File: src/rtl/hamming74_byte_encoder.sv
// Streaming Hamming(7,4) byte encoder: byte in, two 7-bit codewords (low nibble first) out via a small FIFO.
// Optional HAMMING_ERR_INJECT_EN adds a one-shot single-bit error injector on the next pushed codeword.
module hamming74_byte_encoder #(
  parameter int FIFO_DEPTH = 4
) (
  input  logic       clk,
  input  logic       rst,
  input  logic       in_valid,
  output logic       in_ready,
  input  logic [7:0] in_data,
  output logic       out_valid,
  input  logic       out_ready,
  output logic [6:0] out_code,
  output logic       out_last,
  output logic       busy
`ifdef HAMMING_ERR_INJECT_EN
  ,
  input  logic       err_inj,
  input  logic [2:0] err_inj_pos
`endif
);

  localparam int PTR_W = (FIFO_DEPTH > 1) ? $clog2(FIFO_DEPTH) : 1;
  localparam int CNT_W = PTR_W + 1;
  localparam logic [CNT_W-1:0] FULL_COUNT = CNT_W'(FIFO_DEPTH);

  localparam logic [1:0] IDLE    = 2'd0;
  localparam logic [1:0] EMIT_LO = 2'd1;
  localparam logic [1:0] EMIT_HI = 2'd2;

  function automatic logic parity3(input logic a, input logic b, input logic c);
    return a ^ b ^ c;
  endfunction

  function automatic logic [6:0] hamming_encode(input logic [3:0] d);
    return {d[3], d[2], d[1], parity3(d[1], d[2], d[3]), d[0],
            parity3(d[0], d[2], d[3]), parity3(d[0], d[1], d[3])};
  endfunction

  logic [1:0]       state_r;
  logic [7:0]       byte_r;
  logic [7:0]       mem_r [FIFO_DEPTH];
  logic [PTR_W-1:0] wr_ptr_r;
  logic [PTR_W-1:0] rd_ptr_r;
  logic [CNT_W-1:0] count_r;

  logic       full_s;
  logic       push_s;
  logic       pop_s;
  logic [3:0] nibble_s;
  logic [6:0] inj_mask_s;
  logic [7:0] push_word_s;

`ifdef HAMMING_ERR_INJECT_EN
  logic       arm_r;
  logic [2:0] pos_r;

  // One-shot arm: a new pulse wins over consumption so a pulse during a push arms the next one.
  always_ff @(posedge clk) begin
    if (rst) begin
      arm_r <= 1'b0;
      pos_r <= 3'd0;
    end else if (err_inj) begin
      arm_r <= 1'b1;
      pos_r <= err_inj_pos;
    end else if (push_s) begin
      arm_r <= 1'b0;
    end
  end

  // Position 7 consumes the arm without flipping anything.
  always_comb begin
    inj_mask_s = 7'd0;
    if (arm_r && (pos_r != 3'd7)) begin
      inj_mask_s = 7'd1 << pos_r;
    end else begin
      inj_mask_s = 7'd0;
    end
  end
`else
  assign inj_mask_s = 7'd0;
`endif

  // Handshake, FIFO status and the codeword to push this cycle.
  always_comb begin
    full_s    = (count_r == FULL_COUNT);
    push_s    = ((state_r == EMIT_LO) || (state_r == EMIT_HI)) && !full_s;
    out_valid = !rst && (count_r != CNT_W'(0));
    pop_s     = out_valid && out_ready;
    in_ready  = !rst && (state_r == IDLE);
    busy      = !rst && ((state_r != IDLE) || (count_r != CNT_W'(0)));
    if (state_r == EMIT_HI) begin
      nibble_s = byte_r[7:4];
    end else begin
      nibble_s = byte_r[3:0];
    end
    push_word_s = {(state_r == EMIT_HI), hamming_encode(nibble_s) ^ inj_mask_s};
  end

  // Output word from the head entry; forced to zero whenever nothing is queued.
  always_comb begin
    if (out_valid) begin
      {out_last, out_code} = mem_r[rd_ptr_r];
    end else begin
      {out_last, out_code} = 8'd0;
    end
  end

  // Byte sequencer: capture, emit low nibble, emit high nibble.
  always_ff @(posedge clk) begin
    if (rst) begin
      state_r <= IDLE;
      byte_r  <= 8'd0;
    end else begin
      case (state_r)
        IDLE: begin
          if (in_valid) begin
            byte_r  <= in_data;
            state_r <= EMIT_LO;
          end
        end
        EMIT_LO: begin
          if (!full_s) state_r <= EMIT_HI;
        end
        EMIT_HI: begin
          if (!full_s) state_r <= IDLE;
        end
        default: state_r <= IDLE;
      endcase
    end
  end

  // FIFO storage; contents need no reset because out_code is masked while empty.
  always_ff @(posedge clk) begin
    if (push_s) begin
      mem_r[wr_ptr_r] <= push_word_s;
    end
  end

  // FIFO pointers and occupancy; power-of-two depth makes the pointers wrap naturally.
  always_ff @(posedge clk) begin
    if (rst) begin
      wr_ptr_r <= PTR_W'(0);
      rd_ptr_r <= PTR_W'(0);
      count_r  <= CNT_W'(0);
    end else begin
      if (push_s) wr_ptr_r <= wr_ptr_r + PTR_W'(1);
      if (pop_s)  rd_ptr_r <= rd_ptr_r + PTR_W'(1);
      case ({push_s, pop_s})
        2'b10:   count_r <= count_r + CNT_W'(1);
        2'b01:   count_r <= count_r - CNT_W'(1);
        default: count_r <= count_r;
      endcase
    end
  end

endmodule

File: config.mk
export PLATFORM = sky130hd
export DESIGN_NAME = hamming74_byte_encoder
export DESIGN_NICKNAME = d
export VERILOG_FILES = /design/src/rtl/hamming74_byte_encoder.sv
export SDC_FILE = /design/constraint.sdc
export NUM_CORES = 1
export LEC_CHECK = 0
export CAP_MARGIN = 25
export CORE_UTILIZATION = 42
export CTS_BUF_LIST = sky130_fd_sc_hd__clkbuf_4 sky130_fd_sc_hd__clkbuf_8
export DETAILED_ROUTE_END_ITERATION = 6
export PLACE_DENSITY = 0.6
export SYNTH_ARGS = -nofsm -noshare
export SYNTH_HDL_FRONTEND = slang
export SYNTH_SLANG_ARGS = --single-unit
export TNS_END_PERCENT = 1
File: constraint.sdc
create_clock -name clk -period 4.9 [get_ports clk]
set_clock_uncertainty 0.1 [all_clocks]
set_input_delay 0.49 -clock clk [delete_from_list [all_inputs] [get_ports clk]]
set_output_delay 0.49 -clock clk [all_outputs]
set_load 0.01 [all_outputs]
==> results of run 1 <==
worst paths after layout:
check	end	startpoint	depth (start not counted)
hold / removal	byte_r[4]	byte_r[4]	2
setup / recovery	out_code[0]	rst	5
hold reg to reg	byte_r[4]	byte_r[4]	2
setup reg to reg	count_r[2]	count_r[0]	9
cell families (layout without fill, tap and decap cells):
family,after synthesis,in the layout,synth area share
adder cells (fa/ha/maj),11,11,0.0637
multiplexers,15,15,0.111
flip-flops,51,51,0.588
XOR/XNOR,9,9,0.0406
buffers and inverters,19,41,0.0357
AND/OR/NAND/NOR,49,49,0.110
AO/OA/AOI/OAI,19,19,0.0510
through the flow:
step,hold slack (ns),instance area [um^2]
floorplan,0.336,2280
global placement,0.346,2550
detailed placement,0.351,2550
CTS,0.364,2640
global route,0.392,2640
finish,0.359,2640
area by class of cell:
class                           instances  area share
Clock buffer                            5      0.0261
Sequential cell                        51       0.509
Inverter                               10      0.0142
Clock inverter                          3     0.00570
Multi-Input combinational cell        103       0.325
Timing Repair Buffer                   23      0.0864
Tap cell                               70      0.0332
layer usage:
layer	global-route usage	vias up	part of all wire
li1	-	652	-
met1	0.203	610	0.46
met2	0.270	35	0.48
met3	0.0397	6	0.049
met4	0.0617	0	0.015
met5	0	-	0
sequential cells by signal, summed over array words and instances (netlist names), named ones only:
signal,cells
rd_ptr_r,2
state_r,2
mem_r,32
byte_r,8
count_r,3
wr_ptr_r,2
cells in the final DEF (no fill, tap or decap), types with 8 or more instances in the layout:
cell type        Yosys  layout
edfxtp_1            32      32
inv_1               10      10
ha_1                10      10
mux4_2               8       8
clkdlybuf4s50_1      0      22
and2_1               9       9
a21oi_1             13      13
nor2_1               8       8
nand2_1             10      10
dfxtp_1             19      19
nand3_1             10      10
report_power, final:
group	switching, W	internal, W
Sequential	0.0000569	0.000579
Combinational	0.000221	0.000220
Clock	0.000137	0.0000981
Total	0.000415	0.000897
critical path: stages:
cell	delay, ns
clkdlybuf4s50_1	0.39
buf_4	0.20
nor2_1	0.56
and2_1	0.23
clkdlybuf4s50_1	0.53
==> impl_metrics.tcl, run 1 <==
set metrics [dict create \
    status "finished, final reports clean" \
    grt.overflow.total 0 \
    ctsResizeCount 0 \
    dpl.cell_count 257 \
    synth-main-ff-cell "edfxtp_1" \
    dieArea_mm2 0.00573 \
    seqCellArea_mm2 0.00134 \
    yosys_warnings 0 \
    hold_violations 0 \
    tns_ns 0 \
    period_share 0.615 \
    worstSetupStartpointType "input pin" \
    multi_input_area_um2 857 \
    cts_setup_buffers 0 \
    rows 26 \
    ctsRootBufferMaster "clkbuf_8" \
    clock_latency_ns 0.30 \
    pin_count 23 \
    cts.path.max_buffers 2 \
    grt_pass1_vias 1273 \
    clock_sinks 51 \
    ctsHoldBuffers 0 \
    yosysUniqueCellTypes 31 \
    synth_cells 173 \
    setup.worst_path.end_class "output pin" \
    synth_largest_area_cell "edfxtp_1" \
    final_cells 265 \
    grt_first_pass_wirelength_mm 6.39 \
    maxSlewHeadroom 0.540 \
    setup_ws_ns 1.88 \
    yosys-top-cells-count "edfxtp_1, dfxtp_1, a21oi_1" \
    drt_iter0_markers 63 \
    ys_top_cells_by_area "edfxtp_1, dfxtp_1, mux4_2" \
    yosysMostFrequentCell "edfxtp_1" \
    dp_slack_ns 1.61 \
    ir_drop_mv 0.278 \
    drc 0 \
    final_util 0.509 \
    dpl.hpwl_mm 2.70 \
    slew_violations 0 \
    hold_path.class "reg -> reg" \
    syn-mean-instance-area_um2 13.2 \
    syn_area_mm2 0.00228 \
    detail_route.wl_per_cell_um 14.9 \
    ys_seq_area_frac 0.588 \
    period_minus_slack_ns 3.02 \
    fmaxAchievable_ghz 0.332 \
    leakage_nw 0.941 \
    viasPerCell 4.92 \
    synth_seq_cells 51 \
    antenna_left 0 \
    numPortBuffers 22 \
    rrSetupSlack_ns 2.23 \
    p_per_area_mw_per_mm2 498 \
    required_ns 4.31 \
    synth_edf_count 32 \
    async_flop_share 0 \
    rsz0062_at_grt "false" \
    finalWeightedCongestion 0.726 \
    diodes 0 \
    drive_above_1_share 0.103 \
    grt_antenna_before_repair 0 \
    cts_tree "yes" \
    fin_nets 217 \
    drtPass1Iterations 4 \
    max-cap-violations 0 \
    cts_buffers 5 \
    cts_max_level 2 \
    crit_arrival_ns 2.43 \
    wl_mm 3.95 \
    path_max_fanout 23 \
    clk_pin_slew_ns 0.09 \
    synth_top_area_frac 0.422 \
    via_count 1303 \
    syn_nets 196 \
    core-area_mm2 0.00517 \
    fillers 445 \
    die_h_um 75.7 \
    track_usage 0.161 \
    start_util 0.441 \
    grt_max_degree 24 \
    critical_path_class "in -> out" \
    power.total_w 0.00131 \
    worstMarginPinSlew_ns 0.687 \
    syn_to_final_growth_pct 15.6 \
    final-setup-viol-count 0 \
    die_w_um 75.7 \
]
Power figures use the tool's default switching activity.
==> run 2: changes to the inputs <==
--- a/config.mk
+++ b/config.mk
@@ -9,7 +9,7 @@
 export CORE_UTILIZATION = 42
 export CTS_BUF_LIST = sky130_fd_sc_hd__clkbuf_4 sky130_fd_sc_hd__clkbuf_8
 export DETAILED_ROUTE_END_ITERATION = 6
-export PLACE_DENSITY = 0.6
+export PLACE_DENSITY = 0.62
 export SYNTH_ARGS = -nofsm -noshare
 export SYNTH_HDL_FRONTEND = slang
 export SYNTH_SLANG_ARGS = --single-unit
==> constraint.sdc (replaced) <==
create_clock -name clk -period 2.45 [get_ports clk]
set_clock_uncertainty 0.1 [all_clocks]
set_input_delay 0.245 -clock clk [delete_from_list [all_inputs] [get_ports clk]]
set_output_delay 0.245 -clock clk [all_outputs]
set_load 0.01 [all_outputs]
==> impl_metrics.tcl, run 2 (same netlist as run 1, synthesis figures left out) <==
set metrics [dict create \
    grt_max_degree 23 \
    cts_tree "yes" \
    slew_violations 0 \
    period_share 0.935 \
    ctsHoldBuffers 0 \
    start_util 0.441 \
    ctsRootBufferMaster "clkbuf_8" \
    worstSetupStartpointType "flop" \
    drive_above_1_share 0.134 \
    clock_sinks 51 \
    syn_to_final_growth_pct 19.1 \
    leakage_nw 0.983 \
    slowest_stage "mux4_2" \
    critPathTopFamily "buffers and inverters" \
    finalWeightedCongestion 0.733 \
    via_count 1355 \
    drc 0 \
    period_minus_slack_ns 2.29 \
    cts_buffers 5 \
    maxSlewHeadroom 0.700 \
    rsz0062_at_grt "false" \
    status "finished, final reports clean" \
    dpl.hpwl_mm 2.73 \
    drt_iter0_markers 58 \
    final_common_cell "edfxtp_1" \
    p_per_area_mw_per_mm2 1040 \
    grt_antenna_before_repair 0 \
    final_cell_mix "edfxtp_1, clkdlybuf4s50_1, dfxtp_1, a21oi_1" \
    setup_ws_ns 0.159 \
    grt_first_pass_wirelength_mm 6.49 \
    ir_drop_mv 0.478 \
    clock_latency_ns 0.30 \
    drtPass1Iterations 4 \
    cts_max_level 2 \
    reg.largest.list "mem_r (32), byte_r (8), count_r (3)" \
    hold_path.class "reg -> reg" \
    die_w_um 75.7 \
    final-setup-viol-count 0 \
    max-cap-violations 0 \
    die_h_um 75.7 \
    regMostFlops "mem_r" \
    hold_violations 0 \
    path_cells "buf_6, mux4_2, and2_1, clkdlybuf4s50_1" \
    cts.path.max_buffers 2 \
    dieArea_mm2 0.00573 \
    antenna_left 0 \
    critical_path_class "reg -> out" \
    dp_slack_ns 0.0729 \
    slowest_delay_ns 0.49 \
    setup.worst_path.end_class "output pin" \
    fmaxAchievable_ghz 0.436 \
    clk_pin_slew_ns 0.09 \
    grt_pass1_vias 1411 \
    numPortBuffers 22 \
    largest_reg_flops 32 \
    crit_arrival_ns 1.95 \
    core-area_mm2 0.00517 \
    rows 26 \
    track_usage 0.158 \
    fin_nets 223 \
    tns_ns 0 \
    pin_count 23 \
    required_ns 2.11 \
    wl_mm 3.84 \
    grt.overflow.total 0 \
    path_max_fanout 8 \
    diodes 0 \
    detail_route.wl_per_cell_um 14.2 \
    viasPerCell 5.00 \
    worst-path-buf-inv 2 \
    worstMarginPinSlew_ns 0.449 \
]
-- run 2: cell count changes in the layout (fill, tap and decap cells not counted), sizes merged --
cell | before | now
inv | 10 | 12
clkinv | 3 | 0
buf | 1 | 7
bufinv | 0 | 1
-- run 2: power breakdown --
group / switching [W] / total, W / leakage, nW / internal, W
sequential: 0.0000894 / 0.00125 / 0.454 / 0.00116
combinational: 0.000488 / 0.000972 / 0.470 / 0.000484
clock: 0.000282 / 0.000591 / 0.0591 / 0.000309
total: 0.000860 / 0.00281 / 0.983 / 0.00195
-- run 2: path summary, 6_finish.rpt --
check | start | end | slack, ns | depth (start not counted)
max | flop | out_last | 0.16 | 4
min | byte_r[1] | byte_r[1] | 0.37 | 2
max reg2reg | count_r[2] | count_r[2] | 0.17 | 8
min reg2reg | byte_r[1] | byte_r[1] | 0.37 | 2
-- run 2: repair_timing --
action	4_1_cts	5_1_grt
setup buffers	0	0
endpoints found under the setup margin	0	2
resized for setup	0	2
-- run 2: stage by stage --
step | instances | hold WS, ns | util | instance area, um^2 | power (W)
floorplan | 173 | 0.292 | - | 2280 | 0.00191
global placement | 263 | 0.348 | 0.502 | 2600 | 0.00218
detailed placement | 263 | 0.355 | 0.502 | 2600 | 0.00224
CTS | 271 | 0.368 | 0.524 | 2710 | 0.00283
global route | 271 | 0.391 | 0.525 | 2720 | 0.00300
finish | 271 | 0.367 | 0.525 | 2720 | 0.00281
-- run 2: worst min-delay path, cell delays in order (launching register included) --
cell     delay (ns)
dfxtp_1        0.32
nand2_1        0.05
a21oi_1        0.05
-- run 2: cell type report --
type | count | area [um^2]
clock buffers | 5 | 68.8
clock inverters | 3 | 45.0
fillers | 438 | 2460
inverters | 10 | 37.5
multi-input cells | 103 | 857
flip-flops and latches | 51 | 1340
well taps | 70 | 87.6
repair buffers | 29 | 277
-- run 2: routing by layer --
layer  vias up  GRT usage  routed length, um
met5         -          0                  0
met4         0     0.0638                 69
met3         7     0.0397                118
met2        29      0.266               1960
met1       650      0.194               1690
li1        669          -                  -
==> run 3: changes to the inputs <==
--- a/config.mk
+++ b/config.mk
@@ -10,6 +10,7 @@
 export CTS_BUF_LIST = sky130_fd_sc_hd__clkbuf_4 sky130_fd_sc_hd__clkbuf_8
 export DETAILED_ROUTE_END_ITERATION = 6
 export PLACE_DENSITY = 0.62
+export SKIP_CTS_REPAIR_TIMING = 1
 export SYNTH_ARGS = -nofsm -noshare
 export SYNTH_HDL_FRONTEND = slang
 export SYNTH_SLANG_ARGS = --single-unit
==> results of run 3 <==
The final DEF is identical to that of run 2; final timing and power are the same.
